$ cat src/rtl/mtm_alu_serializer_pkg.sv
// Shared definitions for the MTM ALU serial link: frame constants, FSM state
// encoding, error-flag bit positions, CRC3 polynomial and a parity helper.
package mtm_alu_pkg;

    localparam int PKT_BITS  = 11;
    localparam int DATA_PKTS = 4;

    localparam logic START_BIT = 1'b0;
    localparam logic STOP_BIT  = 1'b1;
    localparam logic TYPE_DATA = 1'b0;
    localparam logic TYPE_CTL  = 1'b1;

    // err_flags = {ERR_DATA, ERR_CRC, ERR_OP, ERR_DATA, ERR_CRC, ERR_OP}
    localparam int ERR_DATA_HI = 5;
    localparam int ERR_CRC_HI  = 4;
    localparam int ERR_OP_HI   = 3;
    localparam int ERR_DATA_LO = 2;
    localparam int ERR_CRC_LO  = 1;
    localparam int ERR_OP_LO   = 0;

    // x^3 + x + 1, leading term implicit
    localparam logic [2:0] CRC3_POLY = 3'b011;

    typedef enum logic {
        IDLE = 1'b0,
        SEND = 1'b1
    } ser_state_e;

    // XOR of all bits: the even-parity bit that makes the total even
    function automatic logic parity7(input logic [6:0] v);
        return ^v;
    endfunction

endpackage

$ cat src/rtl/mtm_alu_serializer_if.sv
// Handshake/data bundle between the ALU core (master) and the serializer (slave).
interface mtm_alu_serializer_if;
    logic        start;
    logic [31:0] C;
    logic [3:0]  flags;
    logic        err;
    logic [5:0]  err_flags;
    logic        sout;
    logic        busy;

    modport master (output start, C, flags, err, err_flags, input sout, busy);
    modport slave  (input start, C, flags, err, err_flags, output sout, busy);
endinterface

$ cat src/rtl/mtm_alu_serializer_crc3.sv
// Combinational CRC3 (x^3+x+1, init 0, no final XOR) over a 37-bit word, MSB first.
module mtm_alu_crc3
    import mtm_alu_pkg::*;
(
    input  logic [36:0] data_i,
    output logic [2:0]  crc_o
);

    logic [2:0] crc_s;
    logic       fb_s;

    // Bit-serial Galois division unrolled over the whole message
    always_comb begin
        crc_s = 3'b000;
        fb_s  = 1'b0;
        for (int i = 36; i >= 0; i--) begin
            fb_s  = data_i[i] ^ crc_s[2];
            crc_s = {crc_s[1:0], 1'b0} ^ (fb_s ? CRC3_POLY : 3'b000);
        end
        crc_o = crc_s;
    end

endmodule

$ cat src/rtl/mtm_alu_serializer.sv
// MTM ALU response serializer: shifts 4 data frames + 1 ctl frame (normal) or a
// single ctl frame (error) onto sout. Optional macro MTM_ALU_SER_DROP_CNT_EN
// adds a saturating count of starts that arrived while busy.
module mtm_alu_serializer
    import mtm_alu_pkg::*;
(
    input  logic                   clk,
    input  logic                   rst,
    mtm_alu_serializer_if.slave    bus
`ifdef MTM_ALU_SER_DROP_CNT_EN
    ,
    output logic [7:0]             drop_cnt
`endif
);

    ser_state_e  state_q, state_d;
    logic [3:0]  bit_cnt_q, bit_cnt_d;
    logic [2:0]  pkt_cnt_q, pkt_cnt_d;
    logic [2:0]  last_pkt_q, last_pkt_d;
    logic [39:0] data_q, data_d;      // packet 0 in [39:32] ... packet 4 in [7:0]
    logic        sout_q, sout_d;
    logic        busy_q, busy_d;

    logic [2:0]  crc_s;
    logic [7:0]  ctl_byte_s;
    logic [7:0]  err_byte_s;
    logic [7:0]  cur_byte_s;
    logic        cur_type_s;

    // Frame bit at position idx: start, type, 8 payload bits MSB first, stop
    function automatic logic frame_bit(input logic [3:0] idx, input logic typ,
                                       input logic [7:0] pay);
        logic [3:0] k;
        k = 4'd9 - idx;
        case (idx)
            4'd0:    return START_BIT;
            4'd1:    return typ;
            4'd10:   return STOP_BIT;
            default: return (idx > 4'd10) ? STOP_BIT : pay[k[2:0]];
        endcase
    endfunction

    mtm_alu_crc3 u_crc (
        .data_i ({bus.C, 1'b0, bus.flags}),
        .crc_o  (crc_s)
    );

    assign ctl_byte_s = {1'b0, bus.flags, crc_s};
    assign err_byte_s = {1'b1, bus.err_flags, parity7({1'b1, bus.err_flags})};
    // The last packet of every response is the ctl packet
    assign cur_type_s = (pkt_cnt_q == last_pkt_q) ? TYPE_CTL : TYPE_DATA;

    // Select the payload byte of the packet currently on the wire
    always_comb begin
        case (pkt_cnt_q)
            3'd0:    cur_byte_s = data_q[39:32];
            3'd1:    cur_byte_s = data_q[31:24];
            3'd2:    cur_byte_s = data_q[23:16];
            3'd3:    cur_byte_s = data_q[15:8];
            3'd4:    cur_byte_s = data_q[7:0];
            default: cur_byte_s = 8'hFF;
        endcase
    end

    // Next-state, counters and next output bit
    always_comb begin
        state_d    = state_q;
        bit_cnt_d  = bit_cnt_q;
        pkt_cnt_d  = pkt_cnt_q;
        last_pkt_d = last_pkt_q;
        data_d     = data_q;
        sout_d     = sout_q;
        busy_d     = busy_q;
        case (state_q)
            IDLE: begin
                sout_d    = STOP_BIT;
                busy_d    = 1'b0;
                bit_cnt_d = 4'd0;
                pkt_cnt_d = 3'd0;
                if (bus.start && !busy_q) begin
                    state_d = SEND;
                    sout_d  = START_BIT;
                    busy_d  = 1'b1;
                    if (bus.err) begin
                        data_d     = {err_byte_s, 32'h0000_0000};
                        last_pkt_d = 3'd0;
                    end else begin
                        data_d     = {bus.C, ctl_byte_s};
                        last_pkt_d = 3'(DATA_PKTS);
                    end
                end else begin
                    state_d = IDLE;
                end
            end
            SEND: begin
                if (bit_cnt_q == 4'(PKT_BITS - 1)) begin
                    bit_cnt_d = 4'd0;
                    if (pkt_cnt_q == last_pkt_q) begin
                        state_d   = IDLE;
                        pkt_cnt_d = 3'd0;
                        sout_d    = STOP_BIT;
                        busy_d    = 1'b0;
                    end else begin
                        pkt_cnt_d = pkt_cnt_q + 3'd1;
                        sout_d    = START_BIT;
                    end
                end else begin
                    bit_cnt_d = bit_cnt_q + 4'd1;
                    sout_d    = frame_bit(bit_cnt_q + 4'd1, cur_type_s, cur_byte_s);
                end
            end
            default: begin
                state_d   = IDLE;
                bit_cnt_d = 4'd0;
                pkt_cnt_d = 3'd0;
                sout_d    = STOP_BIT;
                busy_d    = 1'b0;
            end
        endcase
    end

    // State and datapath registers; reset drops any partial frame
    always_ff @(posedge clk or negedge rst) begin
        if (!rst) begin
            state_q    <= IDLE;
            bit_cnt_q  <= 4'd0;
            pkt_cnt_q  <= 3'd0;
            last_pkt_q <= 3'd0;
            data_q     <= 40'h00_0000_0000;
            sout_q     <= 1'b1;
            busy_q     <= 1'b0;
        end else begin
            state_q    <= state_d;
            bit_cnt_q  <= bit_cnt_d;
            pkt_cnt_q  <= pkt_cnt_d;
            last_pkt_q <= last_pkt_d;
            data_q     <= data_d;
            sout_q     <= sout_d;
            busy_q     <= busy_d;
        end
    end

    assign bus.sout = sout_q;
    assign bus.busy = busy_q;

`ifdef MTM_ALU_SER_DROP_CNT_EN
    logic [7:0] drop_cnt_q, drop_cnt_d;

    // Count starts rejected because a response is in flight, saturating
    always_comb begin
        if (bus.start && busy_q && (drop_cnt_q != 8'hFF)) begin
            drop_cnt_d = drop_cnt_q + 8'd1;
        end else begin
            drop_cnt_d = drop_cnt_q;
        end
    end

    // Drop counter register, cleared only by reset
    always_ff @(posedge clk or negedge rst) begin
        if (!rst) begin
            drop_cnt_q <= 8'h00;
        end else begin
            drop_cnt_q <= drop_cnt_d;
        end
    end

    assign drop_cnt = drop_cnt_q;
`endif

endmodule

$ cat src/flat_wrapper.sv
// flat-port wrapper written by rule: the top's interface ports become plain ports
module mtm_alu_serializer_flat import mtm_alu_pkg::*;
  (clk, rst, bus_start, bus_C, bus_flags, bus_err, bus_err_flags, bus_sout, bus_busy);
  mtm_alu_serializer_if bus_i ();
  input  logic clk;
  input  logic rst;
  input wire logic [$bits(bus_i.start)-1:0] bus_start;
  input wire logic [$bits(bus_i.C)-1:0] bus_C;
  input wire logic [$bits(bus_i.flags)-1:0] bus_flags;
  input wire logic [$bits(bus_i.err)-1:0] bus_err;
  input wire logic [$bits(bus_i.err_flags)-1:0] bus_err_flags;
  output wire logic [$bits(bus_i.sout)-1:0] bus_sout;
  output wire logic [$bits(bus_i.busy)-1:0] bus_busy;
  assign bus_i.start = bus_start;
  assign bus_i.C = bus_C;
  assign bus_i.flags = bus_flags;
  assign bus_i.err = bus_err;
  assign bus_i.err_flags = bus_err_flags;
  assign bus_sout = bus_i.sout;
  assign bus_busy = bus_i.busy;
  mtm_alu_serializer u_core (.clk(clk), .rst(rst), .bus(bus_i));
endmodule
$ cat config.mk
export PLATFORM = sky130hd
export DESIGN_NAME = mtm_alu_serializer_flat
export DESIGN_NICKNAME = d
export VERILOG_FILES = /design/src/rtl/mtm_alu_serializer_pkg.sv /design/src/rtl/mtm_alu_serializer_if.sv /design/src/rtl/mtm_alu_serializer_crc3.sv /design/src/rtl/mtm_alu_serializer.sv /design/src/flat_wrapper.sv
export SDC_FILE = /design/constraint.sdc
export NUM_CORES = 1
export LEC_CHECK = 0
export CORE_MARGIN = 5
export CORE_UTILIZATION = 49
export CTS_BUF_LIST = sky130_fd_sc_hd__clkbuf_16
export DETAILED_ROUTE_END_ITERATION = 8
export PLACE_DENSITY = 0.77
export SLEW_MARGIN = 20
export SYNTH_ARGS = -nofsm -noshare
export SYNTH_HDL_FRONTEND = slang
export SYNTH_HIERARCHICAL = 1
export SYNTH_SLANG_ARGS = --single-unit
$ cat constraint.sdc
create_clock -name clk -period 2 [get_ports clk]
set_input_delay 0.3 -clock clk [delete_from_list [all_inputs] [get_ports clk]]
set_output_delay 0.3 -clock clk [all_outputs]
set_load 0.02 [all_outputs]
==> results.md <==
* **synthesized-area fraction occupied by xor and xnor cells** 0.158
* **Via Count** 2552
* **flip-flop and latch count after synthesis** 50
* **slowest stage cell on the critical path** clkdlybuf4s50_1
* **area delta synth->final** 28.8%
* **Antenna Diode Count** 0
* **DRC violation count after routing** 0
* **dominant combinational cell family by area after synthesis** simple AND/OR/NAND/NOR gates
* **area enclosed by the die boundary** 8060 sq um
* **maximum level of the CTS H-tree** 2
* **# setup viols final** 0
* **effective utilization at floorplan** 0.497
* **count of placed standard cells including taps** 453
* **shortest clock period the worst path allows after layout** 1950 ps
* **reported net switching power** 0.00183 W
* **number of hold violations in the final report** 0
* **insertion delay of the later-clocked pin in the worst-skew pair** 290 ps
* **pin count of the biggest net entering global routing** 86
* **final instance area** 4010 sq um
* **actual slew at the worst max-slew pin** 562 ps
* **count of port buffers added during placement** 47
* **share of the clock period used by the worst path** 0.974
* **share of synthesized area spent on multiplexers** 0.0257
* **number of ports placed on the die boundary** 48
* **arithmetic-cell share of the synthesized area counting full adders, half adders and majority gates** 0.0361
* **required time of the worst setup path** 2160 ps
* **average via count per standard cell** 5.52
* **sequential fraction of the synthesis area** 0.402
* **critical path data arrival time** 2110 ps
* **synthesized cell area** 3120 sq um
* **share of cells above drive strength 1** 0.119
* **clock tree from TritonCTS** yes
* **non-filler instance count after layout** 462
* **area inside the core boundary** 6280 sq um
* **worst setup path class** primary input to flip-flop
* **combined global-route utilization of all metal layers** 0.189
* **First-pass DRT Iterations** 8
* **Post-synth top flop** dfrtp_1
* **cell type contributing the most total cell area after synthesis** dfrtp_1
* **GRT overflow** 0
* **combinational power share** 0.454
* **routed wire length per instance** 16.3 um
* **antenna violation net count after detailed routing** 0
* **initial antenna violation count** 0
* **global-route wire length before repair** 12.4 mm
* **number of synthesized flops with an enable pin** 0
* **share of the synthesized area in the top cell type** 0.393
* **post-synthesis area per instance** 9.42 sq um
* **cells on worst reg2reg path** 8
* **largest fanout of any net on the critical path** 2
* **standby leakage power** 1.81 nW
* **unrepaired setup endpoints after global routing** yes
* **max-cap check violation count** 0
* **clock tree root buffer cell** clkbuf_16
* **worst voltage drop across the vdd grid** 797 uV
* **die width** 89.8 um
* **Site Rows** 29
* **Die H** 89.8 um
* **sequential cell fraction of total power** 0.359
* **final WL** 7.53 mm
* **run status** finished clean
* **number of max-slew violations in the final report** 0
* **final layout net count** 439
* **share of synthesized registers carrying an async set or reset** 1.00
* **synthesized-area fraction occupied by ao, oa, aoi and oai cells** 0.156
* **Power Density** 1260 nW/um^2
* **maximum clock skew at final layout** 3.16 ps
* **yosys synthesis warning count** 6
* **syn_nets** 386
* **cts bufs inserted** 5
* **number of distinct standard cells referenced by the synthesized netlist** 46
* **# hold bufs at CTS** 0
* **Switching Fraction** 0.363
* **class of the worst hold path** primary input to asynchronous set/reset pin
* **Worst Setup End Kind** flip-flop
* **Clk network pwr share** 0.187
* **top post-synthesis cells by area** dfrtp_1, xnor2_1, o21ai_0
* **initial detailed-routing violation count** 193
* **internal portion of total power** 0.00321 W
* **Simple-Gate Fraction of Synth Area** 0.178
* **Detail Placement HPWL** 5.61 mm
* **Worst setup SP type** primary input
* **number of clock sinks** 50
* **Slew HR** 0.625
* **fmax** 513 MHz
* **number of global-route vias before repair** 2518
* **maximum single-stage delay on the critical path** 440 ps
* **DP Area** 3760 sq um
* **worst slack on hold paths** 0.943 ps
* **synthesized instance count** 331
* **Cell Chain, Critical Path** clkdlybuf4s50_1, xnor2_1, xnor2_2, xnor3_2, xnor3_1, nand2b_1, o21ai_0
* **clock transition at the register clock pins on the worst setup and hold paths after CTS** 60 ps
* **gp weighted congestion** 0.841
* **maximum buffer depth of the clock tree** 2
layer usage:
metal	vias up	track usage	share of wire
met5	-	0	0
met4	0	0.0781	0.025
met3	20	0.0351	0.059
met2	90	0.294	0.49
met1	1200	0.258	0.43
li1	1242	-	-
through the flow:
stage          setup TNS [ps]  worst slack [ps]  utilization  power, W
3_3_place_gp            -1070              -458        0.599   0.00393
5_1_grt                 -32.6             -32.6        0.639   0.00539
3_5_place_dp            -1220              -500        0.599   0.00401
2_1_floorplan               0              56.3            -   0.00335
4_1_cts                     0              13.4        0.624   0.00495
6_report                    0              51.1        0.639   0.00504
worst paths after layout:
kind / start / to / slack, ps
worst max-delay path: bus_C[24] / u_core/data_q[2] / 50
worst min-delay path: rst / u_core/bit_cnt_q[3] / 0.9
worst max register to register: u_core/pkt_cnt_q[0] / u_core/bus.sout / 70
worst min register to register: u_core/data_q[28] / u_core/data_q[28] / 480
max in group asynchronous: rst / u_core/data_q[8] / 1460
min in group clk: bus_flags[2] / u_core/data_q[5] / 350
worst max-delay path: cells and delay by family:
family	cells	cell delay (ps)
xor+xnor	4	1230
buf+inv	1	440
simple gates	1	70
compound gates	1	70
cell usage after synthesis, types with 2 or more instances:
library cell  number
dfrtp_1           49
nand2_1           49
o21ai_0           42
xnor2_1           33
nand2b_1          31
clkbuf_1          11
nand3_1           10
ha_1               9
nor2_1             9
a222oi_1           8
inv_1              8
mux2i_1            8
a21oi_1            5
xnor3_1            5
buf_1              4
buf_2              4
o211ai_1           4
a22oi_1            3
nor2b_1            3
xor2_1             3
a211oi_1           2
a31oi_1            2
and4_1             2
buf_6              2
nand3b_1           2
nor3_1             2
xnor3_2            2
cells by family (layout without fill, tap and decap cells):
family,after synthesis,in the layout
XOR/XNOR,44,44
flip-flops,50,50
buffers and inverters,30,84
AO/OA/AOI/OAI,76,76
other,1,1
adder cells (fa/ha/maj),9,9
multiplexers,8,8
AND/OR/NAND/NOR,113,113
flip-flops by register name (all words and copies together), names as in the netlist:
name and flops:
u_core/bit_cnt_q 4, u_core/bus.sout 1, u_core/last_pkt_q 1, u_core/data_q 39, u_core/state_q 1, u_core/bus.busy 1, u_core/pkt_cnt_q 3
layout make-up:
type | count | area (sq um)
repair buffers | 68 | 666
multi-input cells | 251 | 1810
fillers | 538 | 2260
clock inverters | 3 | 37.5
flip-flops and latches | 50 | 1250
well taps | 77 | 96.3
clock buffers | 5 | 125
inverters | 8 | 30.0
placed cells by master, fill, tap and decap left out, types with 2 or more instances in the layout:
master / count
buf_12: 3
and4_1: 2
nor3_1: 2
o211ai_1: 4
nand3b_1: 2
xor2_1: 3
a22oi_1: 3
nor2b_1: 3
dlygate4sd2_1: 2
nand2b_1: 31
ha_1: 7
mux2i_1: 8
clkdlybuf4s50_1: 41
nand2_1: 49
buf_4: 18
clkbuf_16: 5
xnor2_1: 24
dlymetal6s2s_1: 3
ha_2: 2
nor2_1: 9
xnor3_1: 5
inv_1: 10
xnor2_2: 10
o21ai_0: 42
nand3_1: 10
a31oi_1: 2
dfrtp_1: 49
a222oi_1: 8
a21oi_1: 5
xnor3_2: 2
a211oi_1: 2
power groups by stage:
| stage | combinational, W | sequential [W] | clock (W) |
|---|---|---|---|
| 2_1_floorplan | 0.00160 | 0.00174 | 0 |
| 3_3_place_gp | 0.00213 | 0.00180 | 0 |
| 3_5_place_dp | 0.00218 | 0.00182 | 0 |
| 4_1_cts | 0.00220 | 0.00181 | 0.000947 |
| 5_1_grt | 0.00251 | 0.00187 | 0.00101 |
| 6_report | 0.00229 | 0.00181 | 0.000943 |
timing repair:
action / in CTS / in global routing
resized for setup: 2 / 16
endpoints found under the setup margin: 3 / 3
pin swaps: 6 / 5
buffers inserted: 0 / 1
No activity file was read; power rests on OpenSTA's default activity.
